--- config.mk ---
export PLATFORM = sky130hd
export DESIGN_NAME = shiftreg_tx_flat
export DESIGN_NICKNAME = d
export VERILOG_FILES = /design/src/rtl/shiftreg_pkg.sv /design/src/rtl/shiftreg_tx_if.sv /design/src/rtl/shiftreg_tick.sv /design/src/rtl/shiftreg_tx.sv /design/src/flat_wrapper.sv
export SDC_FILE = /design/constraint.sdc
export NUM_CORES = 1
export LEC_CHECK = 0
export ABC_AREA = 1
export CAP_MARGIN = 30
export CORE_MARGIN = 5
export CORE_UTILIZATION = 44
export DETAILED_ROUTE_END_ITERATION = 6
export HOLD_SLACK_MARGIN = 0.15
export MAX_ROUTING_LAYER = met4
export PLACE_DENSITY = 0.71
export SLEW_MARGIN = 20
export SYNTH_ARGS = -nofsm -noshare
export SYNTH_HDL_FRONTEND = slang
export SYNTH_SLANG_ARGS = --single-unit
--- constraint.sdc ---
create_clock -name clk -period 4.2 [get_ports clk]
set_clock_uncertainty 0.1 [all_clocks]
set_input_delay 0.63 -clock clk [delete_from_list [all_inputs] [get_ports clk]]
set_output_delay 0.63 -clock clk [all_outputs]
set_load 0.01 [all_outputs]
--- src/rtl/shiftreg_pkg.sv ---
// Shared definitions for the display/button shift-register chains.
//
// Contents:
//   SHIFTREG_DEFAULT_DIV - default shift-clock half-period in clk cycles.
//                          The reader and the transmitter both use it, so the
//                          two chains run at the same rate.
//   shiftreg_tx_state_t  - transmitter FSM states.
//   buttonsT             - board button map, shared by both chain directions.
//   cnt_width()          - counter width helper that never returns 0 bits.
package shiftreg_pkg;

  localparam int SHIFTREG_DEFAULT_DIV = 25;

  typedef enum logic [1:0] {IDLE, SETUP, CLK_HI, LATCH} shiftreg_tx_state_t;

  typedef struct packed {
    logic up;
    logic down;
    logic left;
    logic right;
    logic btn_a;
    logic btn_b;
    logic start;
    logic select;
  } buttonsT;

  // $clog2(1) is 0, which would give zero-width counters for the
  // degenerate WIDTH=1 / CLK_DIV=1 configurations.
  function automatic int cnt_width(input int n);
    return (n > 1) ? $clog2(n) : 1;
  endfunction

endpackage

--- src/rtl/shiftreg_tx_if.sv ---
// Parallel-word handshake between a producer and shiftreg_tx.
//
// Signals:
//   data_in   - word to transmit (WIDTH bits)
//   valid_in  - data_in valid
//   ready_out - transmitter can accept a word
//   busy      - transfer in progress (= ~ready_out)
//
// Modports: master (producer side), slave (transmitter side).
interface shiftreg_tx_if #(
  parameter int WIDTH = 16
) ();

  logic [WIDTH-1:0] data_in;
  logic             valid_in;
  logic             ready_out;
  logic             busy;

  modport master (output data_in, output valid_in, input ready_out, input busy);
  modport slave  (input data_in, input valid_in, output ready_out, output busy);

endinterface

--- src/rtl/shiftreg_tick.sv ---
// Phase timer for the shift-register FSM: counts clk cycles 0..CLK_DIV-1
// and flags the last cycle of each phase.
//
// Ports:
//   clk   - system clock
//   rst_n - asynchronous active-low reset
//   clear - synchronous clear, holds the count at 0
//   tick  - high during the last cycle (count == CLK_DIV-1) of a phase
module shiftreg_tick
  import shiftreg_pkg::*;
#(
  parameter int CLK_DIV = SHIFTREG_DEFAULT_DIV
) (
  input  logic clk,
  input  logic rst_n,
  input  logic clear,
  output logic tick
);

  localparam int DW = cnt_width(CLK_DIV);
  localparam logic [DW-1:0] LAST = DW'(CLK_DIV - 1);

  logic [DW-1:0] div_cnt;

  // Wrapping on tick lines the count up with the FSM's state changes, so
  // every phase starts from 0 without the FSM having to clear it.
  always_ff @(posedge clk or negedge rst_n) begin
    if (!rst_n) begin
      div_cnt <= '0;
    end else if (clear || tick) begin
      div_cnt <= '0;
    end else begin
      div_cnt <= div_cnt + 1'b1;
    end
  end

  assign tick = (div_cnt == LAST);

endmodule

--- src/rtl/shiftreg_tx.sv ---
// Serial-out transmitter for the display-board 74HC595-style chain.
// Accepts a parallel word over a valid/ready handshake, shifts it MSB-first
// on sr_data (sampled on sr_clk rising edge), then pulses sr_latch.
// Each SETUP / CLK_HI / LATCH phase lasts CLK_DIV clk cycles, so the block
// is busy for (2*WIDTH+1)*CLK_DIV cycles per word.
//
// Ports:
//   clk      - system clock
//   rst_n    - asynchronous active-low reset
//   bus      - shiftreg_tx_if.slave (data_in, valid_in, ready_out, busy)
//   sr_clk   - shift clock to the chain (registered)
//   sr_data  - serial data, MSB first (registered)
//   sr_latch - storage-register latch pulse, active high (registered)
//
// Optional feature, macro SHIFTREG_TX_AUTO_REFRESH_EN: after REFRESH idle
// cycles without a handshake, the last accepted word (0 before any accept)
// is resent. An external valid_in in the expiry cycle wins.
module shiftreg_tx
  import shiftreg_pkg::*;
#(
  parameter int WIDTH   = 16,
  parameter int CLK_DIV = SHIFTREG_DEFAULT_DIV,
  parameter int REFRESH = 1000000
) (
  input  logic         clk,
  input  logic         rst_n,
  shiftreg_tx_if.slave bus,
  output logic         sr_clk,
  output logic         sr_data,
  output logic         sr_latch
);

  localparam int BW = cnt_width(WIDTH);
  localparam logic [BW-1:0] TOP_BIT = BW'(WIDTH - 1);

  if (WIDTH < 1 || CLK_DIV < 1 || REFRESH < 1) begin : g_param_check
    $error("shiftreg_tx: WIDTH, CLK_DIV and REFRESH must all be >= 1");
  end

  shiftreg_tx_state_t state, state_next;
  logic [WIDTH-1:0]   shreg, shreg_next;
  logic [BW-1:0]      bit_cnt, bit_cnt_next;
  logic               phase_done;
  logic               accept;
  logic               load;
  logic [WIDTH-1:0]   load_word;
  logic               sr_clk_d, sr_data_d, sr_latch_d;

  assign bus.ready_out = (state == IDLE);
  assign bus.busy      = (state != IDLE);
  assign accept        = bus.valid_in && (state == IDLE);

`ifdef SHIFTREG_TX_AUTO_REFRESH_EN
  localparam int RW = cnt_width(REFRESH);
  localparam logic [RW-1:0] REFRESH_LAST = RW'(REFRESH - 1);

  logic [RW-1:0]    refresh_cnt;
  logic [WIDTH-1:0] last_q;
  logic             refresh_due;

  assign refresh_due = (state == IDLE) && !bus.valid_in && (refresh_cnt == REFRESH_LAST);

  // Idle-time counter and resend copy. The counter cannot run past
  // REFRESH_LAST: in that cycle either an accept or a refresh resets it.
  always_ff @(posedge clk or negedge rst_n) begin
    if (!rst_n) begin
      refresh_cnt <= '0;
      last_q      <= '0;
    end else begin
      if (accept) begin
        last_q <= bus.data_in;
      end
      if (accept || refresh_due) begin
        refresh_cnt <= '0;
      end else if (state == IDLE) begin
        refresh_cnt <= refresh_cnt + 1'b1;
      end
    end
  end

  assign load      = accept || refresh_due;
  assign load_word = accept ? bus.data_in : last_q;
`else
  assign load      = accept;
  assign load_word = bus.data_in;
`endif

  // The divider is held at 0 while idle, so the first SETUP phase after a
  // load is a full CLK_DIV cycles long.
  shiftreg_tick #(
    .CLK_DIV (CLK_DIV)
  ) u_tick (
    .clk   (clk),
    .rst_n (rst_n),
    .clear (state == IDLE),
    .tick  (phase_done)
  );

  // State register plus datapath and registered pin outputs. Async reset
  // forces all pins low at once, so an interrupted frame is never latched.
  always_ff @(posedge clk or negedge rst_n) begin
    if (!rst_n) begin
      state    <= IDLE;
      shreg    <= '0;
      bit_cnt  <= '0;
      sr_clk   <= 1'b0;
      sr_data  <= 1'b0;
      sr_latch <= 1'b0;
    end else begin
      state    <= state_next;
      shreg    <= shreg_next;
      bit_cnt  <= bit_cnt_next;
      sr_clk   <= sr_clk_d;
      sr_data  <= sr_data_d;
      sr_latch <= sr_latch_d;
    end
  end

  // Next-state logic. The shift happens when leaving CLK_HI so the next
  // bit is already on sr_data for the whole following SETUP phase.
  always_comb begin
    state_next   = state;
    shreg_next   = shreg;
    bit_cnt_next = bit_cnt;
    case (state)
      IDLE: begin
        if (load) begin
          state_next   = SETUP;
          shreg_next   = load_word;
          bit_cnt_next = TOP_BIT;
        end
      end
      SETUP: begin
        if (phase_done) begin
          state_next = CLK_HI;
        end
      end
      CLK_HI: begin
        if (phase_done) begin
          if (bit_cnt == '0) begin
            state_next = LATCH;
          end else begin
            shreg_next   = shreg << 1;
            bit_cnt_next = bit_cnt - 1'b1;
            state_next   = SETUP;
          end
        end
      end
      LATCH: begin
        if (phase_done) begin
          state_next = IDLE;
        end
      end
      default: state_next = IDLE;
    endcase
  end

  // Pin values are decoded from the next state so that, once registered,
  // they change on the same edge as the state itself.
  always_comb begin
    sr_clk_d   = (state_next == CLK_HI);
    sr_latch_d = (state_next == LATCH);
    sr_data_d  = ((state_next == SETUP) || (state_next == CLK_HI)) ? shreg_next[WIDTH-1] : 1'b0;
  end

endmodule

--- src/flat_wrapper.sv ---
// flat-port wrapper written by rule: the top's interface ports become plain ports
module shiftreg_tx_flat import shiftreg_pkg::*;
#(
  parameter int WIDTH   = 16,
  parameter int CLK_DIV = SHIFTREG_DEFAULT_DIV,
  parameter int REFRESH = 1000000
)
  (clk, rst_n, sr_clk, sr_data, sr_latch, bus_data_in, bus_valid_in, bus_ready_out, bus_busy);
  shiftreg_tx_if #(.WIDTH(WIDTH)) bus_i ();
  input  logic clk;
  input  logic rst_n;
  output logic sr_clk;
  output logic sr_data;
  output logic sr_latch;
  input wire logic [$bits(bus_i.data_in)-1:0] bus_data_in;
  input wire logic [$bits(bus_i.valid_in)-1:0] bus_valid_in;
  output wire logic [$bits(bus_i.ready_out)-1:0] bus_ready_out;
  output wire logic [$bits(bus_i.busy)-1:0] bus_busy;
  assign bus_i.data_in = bus_data_in;
  assign bus_i.valid_in = bus_valid_in;
  assign bus_ready_out = bus_i.ready_out;
  assign bus_busy = bus_i.busy;
  shiftreg_tx #(.WIDTH(WIDTH), .CLK_DIV(CLK_DIV), .REFRESH(REFRESH)) u_core (.clk(clk), .rst_n(rst_n), .bus(bus_i), .sr_clk(sr_clk), .sr_data(sr_data), .sr_latch(sr_latch));
endmodule
==> flow_summary.yaml, run 1 <==
run_status:
  run_status: "finished, final reports clean"
detailed_routing:
  wire_per_inst_um: 12.9
  route.detailed.drc: 0
  dr.first_iter.drc_count: 71
  finalWirelength_mm: 3.00
  num_vias: 1214
  vias_per_cell: 5.21
  postRouteAntennaNets: 0
  drtPass1Iterations: 4
power:
  power.total_uw: 953
  peakVddDrop_mv: 0.223
  power.leakage_uw: 0.000834
  power.density_nw_per_um2: 529
clocking:
  hold_buffers: 0
  cts_tree: "yes"
  root_buffer: "clkbuf_4"
  cts_inserted_buffers: 5
  insertion_delay_ps: 330
  cts_htree_levels: 2
  clk_pin_slew_worst_paths_ps: 90
  cts_resized: 0
  clock-sinks: 30
  post-cts-setup-buffer-count: 0
  max-clock-path-buffers: 2
sta:
  grt_setup_unrepaired: "false"
  finalHoldViolCount: 0
  fin_tns_setup_ps: 0
  finalSetupViolCount: 0
  fin_crit_sh: 0.536
  fmax_mhz: 445
  relSlewSlack: 0.716
  fin_crit_ps: 2250
  tightestPinTransition_ps: 425
  slew_viol_final: 0
logic_synthesis:
  synth_area_um2: 1490
  yosysSeqAreaShare: 0.503
  synth_largest_area_cell: "dfrtp_1"
  ys_seq_elements: 30
  synth_compound_area_frac: 0.0411
  yosys.area_share.simple: 0.326
  synth.avg_cell_area_um2: 9.15
  synth_ff_type: "dfrtp_1"
  synth-adder-area-share: 0.0419
  yosysUniqueCellTypes: 25
  synth.area.top_cells: "dfrtp_1, nand3_1, nand2_1"
  synthMuxAreaShare: 0
  synth_nets: 187
  async_flop_share: 1.00
  ys.warnings.count: 0
  synth_top_family_by_area: "simple AND/OR/NAND/NOR gates"
  netlist.area_leader.share: 0.503
  synthCells: 163
  synth_edf_count: 0
  synth-xor-area-share: 0.0176
die:
  io_pins: 24
  dieHeight_um: 68.2
  start_util: 0.450
  dieArea_um2: 4650
  dieWidth_um: 68.2
  core_um2: 3310
  rows: 21
layout:
  final_common_cell: "nand3_1"
  design_area_um2: 1800
  nNetsFinal: 212
  drive_above_1_share: 0.102
  final_cell_mix: "nand3_1, dfrtp_1, nand2_1"
  syn_to_final_growth_pct: 20.7
  antennaDiodeCount: 0
setup_path:
  worst-setup-path-type: "reg2out"
  ff2ff_setup_slack_ps: 2190
  worstSetupEndpoint: "bus_ready_out"
  reg2reg_to: "u_core.sr_data$_DFF_PN0_"
  critPathCaptureType: "output pin"
  crit_required_ps: 3470
  crit_start: "u_core.state[0]$_DFF_PN0_"
  crit_arrival_ps: 1520
  timing.rr.start: "u_core.bit_cnt[0]$_DFFE_PN0P_"
  cp-start-kind: "flip-flop"
  path_max_fanout: 5
  reg2reg_depth: 8
global_routing:
  grt_start_max_net_pins: 31
  antenna_found_initial: 0
  grt_pass1_wl_mm: 5.10
  grtUsageTotal: 0.154
  overflow: 0
  grt_pass1_vias: 1237
placed_design:
  placed_cell_area_um2: 1750
  finalWeightedCongestion: 0.782
  port_buffers: 23
  hpwl_mm: 2.11
min_path:
  min_path_type: "reg2reg"
  min-delay-start: "u_core.bit_cnt[0]$_DFFE_PN0P_"
run:
  maxCapViolCount: 0
## metal layers
metal | wire length [um] | vias up | part of all wire | track usage
met4 | 64 | 0 | 0.021 | 0.0744
li1 | - | 597 | - | -
met3 | 201 | 8 | 0.067 | 0.0608
met5 | 0 | - | 0 | -
met1 | 1240 | 573 | 0.41 | 0.172
met2 | 1500 | 36 | 0.50 | 0.242
## logic make-up after synthesis
group                    count (synthesis)
AND/OR/NAND/NOR                         92
flip-flops                              30
buffers and inverters                   24
AO/OA/AOI/OAI                            9
adder cells (fa/ha/maj)                  5
XOR/XNOR                                 3
## synthesized netlist by cell type (2+ instances only)
cell type / instances
inv_2: 2
nand2_1: 29
nor2_4: 3
nand2_4: 2
xor2_1: 3
nand4_1: 14
inv_1: 16
o21ai_0: 4
dfrtp_1: 30
nor2_1: 7
buf_2: 3
nand3_1: 33
ha_1: 5
## power by group
part | switching, uW | internal (uW)
combinational | 161 | 135
clock | 95.7 | 75.3
sequential | 75.1 | 410
## worst max-delay path: stages, from the launching register on
cell and delay (ps):
dfrtp_1 480, nor2_4 160, clkdlybuf4s50_1 560
## sequential cells by signal, summed over array words and instances, names as in the netlist
register               flops
u_core.shreg              16
u_core.state               2
u_core.sr_data             1
u_core.u_tick.div_cnt      5
u_core.sr_latch            1
u_core.bit_cnt             4
u_core.sr_clk              1
## worst min-delay path by stage
stage,cells past startpoint,slack (ps),end
global route,1,410,u_core.bit_cnt[0]$_DFFE_PN0P_
finish,1,390,u_core.bit_cnt[0]$_DFFE_PN0P_
detailed placement,1,370,u_core.bit_cnt[0]$_DFFE_PN0P_
global placement,1,370,u_core.u_tick.div_cnt[0]$_DFF_PN0_
CTS,1,390,u_core.bit_cnt[0]$_DFFE_PN0P_
floorplan,0,230,u_core.bit_cnt[0]$_DFFE_PN0P_
## final cells by class
class                   instances  area [um2]
multi-input cells             109         636
inverters                      18        67.6
well taps                      46        57.6
repair buffers                 24         238
flip-flops and latches         30         751
clock buffers                   6        51.3
fillers                       334        1510
## through the flow
stage          instances  worst slack [ps]  hold slack (ps)   util
2_1_floorplan        163              2570              234      -
3_3_place_gp         227              1980              370  0.528
3_5_place_dp         227              1930              372  0.528
4_1_cts              233              1920              386  0.544
5_1_grt              233              1870              409  0.544
6_report             233              1950              388  0.544
Note: power is estimated with default switching activity, not from simulation.
==> run 2: changes to the inputs <==
==> constraint.sdc (replaced) <==
create_clock -name clk -period 2.22 [get_ports clk]
set_clock_uncertainty 0.1 [all_clocks]
set_input_delay 0.333 -clock clk [delete_from_list [all_inputs] [get_ports clk]]
set_output_delay 0.333 -clock clk [all_outputs]
set_load 0.01 [all_outputs]
==> flow_summary.yaml, run 2 (same netlist as run 1, synthesis figures left out) <==
clocking:
  root_buffer: "clkbuf_4"
  clock-sinks: 30
  cts_htree_levels: 2
  max-clock-path-buffers: 2
  cts_inserted_buffers: 5
  post-cts-setup-buffer-count: 0
  cts_tree: "yes"
  cts_resized: 0
  clk_pin_slew_worst_paths_ps: 80
  insertion_delay_ps: 320
  hold_buffers: 0
layout:
  nFillCells: 305
  syn_to_final_growth_pct: 22.7
  final_cell_mix: "nand3_1, dfrtp_1, nand2_1"
  register_area_um2: 751
  largest-register: "u_core.shreg"
  design_area_um2: 1830
  multi_input_comb_area_um2: 636
  reg_top3: "u_core.shreg (16), u_core.u_tick.div_cnt (5), u_core.bit_cnt (4)"
  largest_reg_flops: 16
  final_common_cell: "nand3_1"
  drive_above_1_share: 0.120
  antennaDiodeCount: 0
  nNetsFinal: 216
sta:
  finalHoldViolCount: 0
  finalSetupViolCount: 0
  fin_tns_setup_ps: 0
  slew_viol_final: 0
  relSlewSlack: 0.750
  grt_setup_unrepaired: "false"
  fmax_mhz: 516
  fin_crit_sh: 0.873
  fin_crit_ps: 1940
  tightestPinTransition_ps: 375
power:
  power.density_nw_per_um2: 976
  peakVddDrop_mv: 0.436
  power.total_uw: 1790
  power.leakage_uw: 0.000854
global_routing:
  grt_pass1_vias: 1176
  antenna_found_initial: 0
  overflow: 0
  grtUsageTotal: 0.155
  grt_pass1_wl_mm: 5.15
  grt_start_max_net_pins: 31
setup_path:
  crit_start: "u_core.state[0]$_DFF_PN0_"
  ff2ff_setup_slack_ps: 420
  crit_arrival_ps: 1510
  cp_slowest_cell: "clkdlybuf4s50_1"
  crit_chain: "nor2_4, inv_1, clkdlybuf4s50_1"
  worstSetupEndpoint: "bus_busy"
  path_max_fanout: 5
  cp-start-kind: "flip-flop"
  worst-setup-path-type: "reg2out"
  slowest_delay_ps: 540
  reg2reg_to: "u_core.sr_data$_DFF_PN0_"
  reg2reg_depth: 8
  crit_required_ps: 1790
  timing.rr.start: "u_core.bit_cnt[0]$_DFFE_PN0P_"
  critPathCaptureType: "output pin"
detailed_routing:
  drtPass1Iterations: 4
  route.detailed.drc: 0
  wire_per_inst_um: 12.4
  dr.first_iter.drc_count: 69
  vias_per_cell: 5.08
  num_vias: 1205
  finalWirelength_mm: 2.95
  postRouteAntennaNets: 0
placed_design:
  hpwl_mm: 2.16
  port_buffers: 23
  finalWeightedCongestion: 0.791
  placed_cell_area_um2: 1780
die:
  dieWidth_um: 68.2
  io_pins: 24
  core_um2: 3310
  start_util: 0.450
  dieArea_um2: 4650
  dieHeight_um: 68.2
  rows: 21
min_path:
  min_path_type: "in2async"
run:
  maxCapViolCount: 0
run_status:
  run_status: "finished, final reports clean"
[run 2: metal layers]
layer,up-vias,share of wire,track usage
li1,604,-,-
met1,560,0.43,0.176
met2,35,0.49,0.248
met3,6,0.063,0.0640
met4,0,0.014,0.0496
met5,-,0,-
[run 2: layout make-up]
type,instances,area share
inverters,18,0.0369
well taps,46,0.0314
flip-flops and latches,30,0.410
clock buffers,6,0.0280
repair buffers,28,0.146
multi-input cells,109,0.347
[run 2: where the power goes]
group | switching (uW) | internal (uW)
Clock | 163 | 142
Sequential | 138 | 776
Combinational | 306 | 262
[run 2: worst max-delay path: cells and delay by family (launching register included)]
kind,cells,cell delay (ps)
DFF,1,500
buffers and inverters,2,620
and+or+nand+nor,1,70
[run 2: metrics by stage]
| step | std cells | hold slack [ps] | setup WS [ps] | util |
|---|---|---|---|---|
| after detailed placement | 231 | 371 | 366 | 0.537 |
| after CTS | 237 | 300 | 247 | 0.553 |
| after global routing | 237 | 318 | 169 | 0.553 |
| after global placement | 231 | 372 | 420 | 0.537 |
| after floorplan | 163 | -62.6 | 586 | - |
| final | 237 | 297 | 281 | 0.553 |
[run 2: worst min path at each step]
stage                             startpoint                            end  slack [ps]  depth (start not counted)
2_1_floorplan                          rst_n  u_core.bit_cnt[0]$_DFFE_PN0P_         -60                          0
3_3_place_gp   u_core.bit_cnt[0]$_DFFE_PN0P_  u_core.bit_cnt[0]$_DFFE_PN0P_         370                          1
3_5_place_dp   u_core.bit_cnt[2]$_DFFE_PN0P_  u_core.bit_cnt[2]$_DFFE_PN0P_         370                          2
4_1_cts                                rst_n    u_core.shreg[1]$_DFFE_PN0P_         300                          2
5_1_grt                                rst_n        u_core.sr_clk$_DFF_PN0_         320                          2
6_report                               rst_n       u_core.sr_data$_DFF_PN0_         300                          2
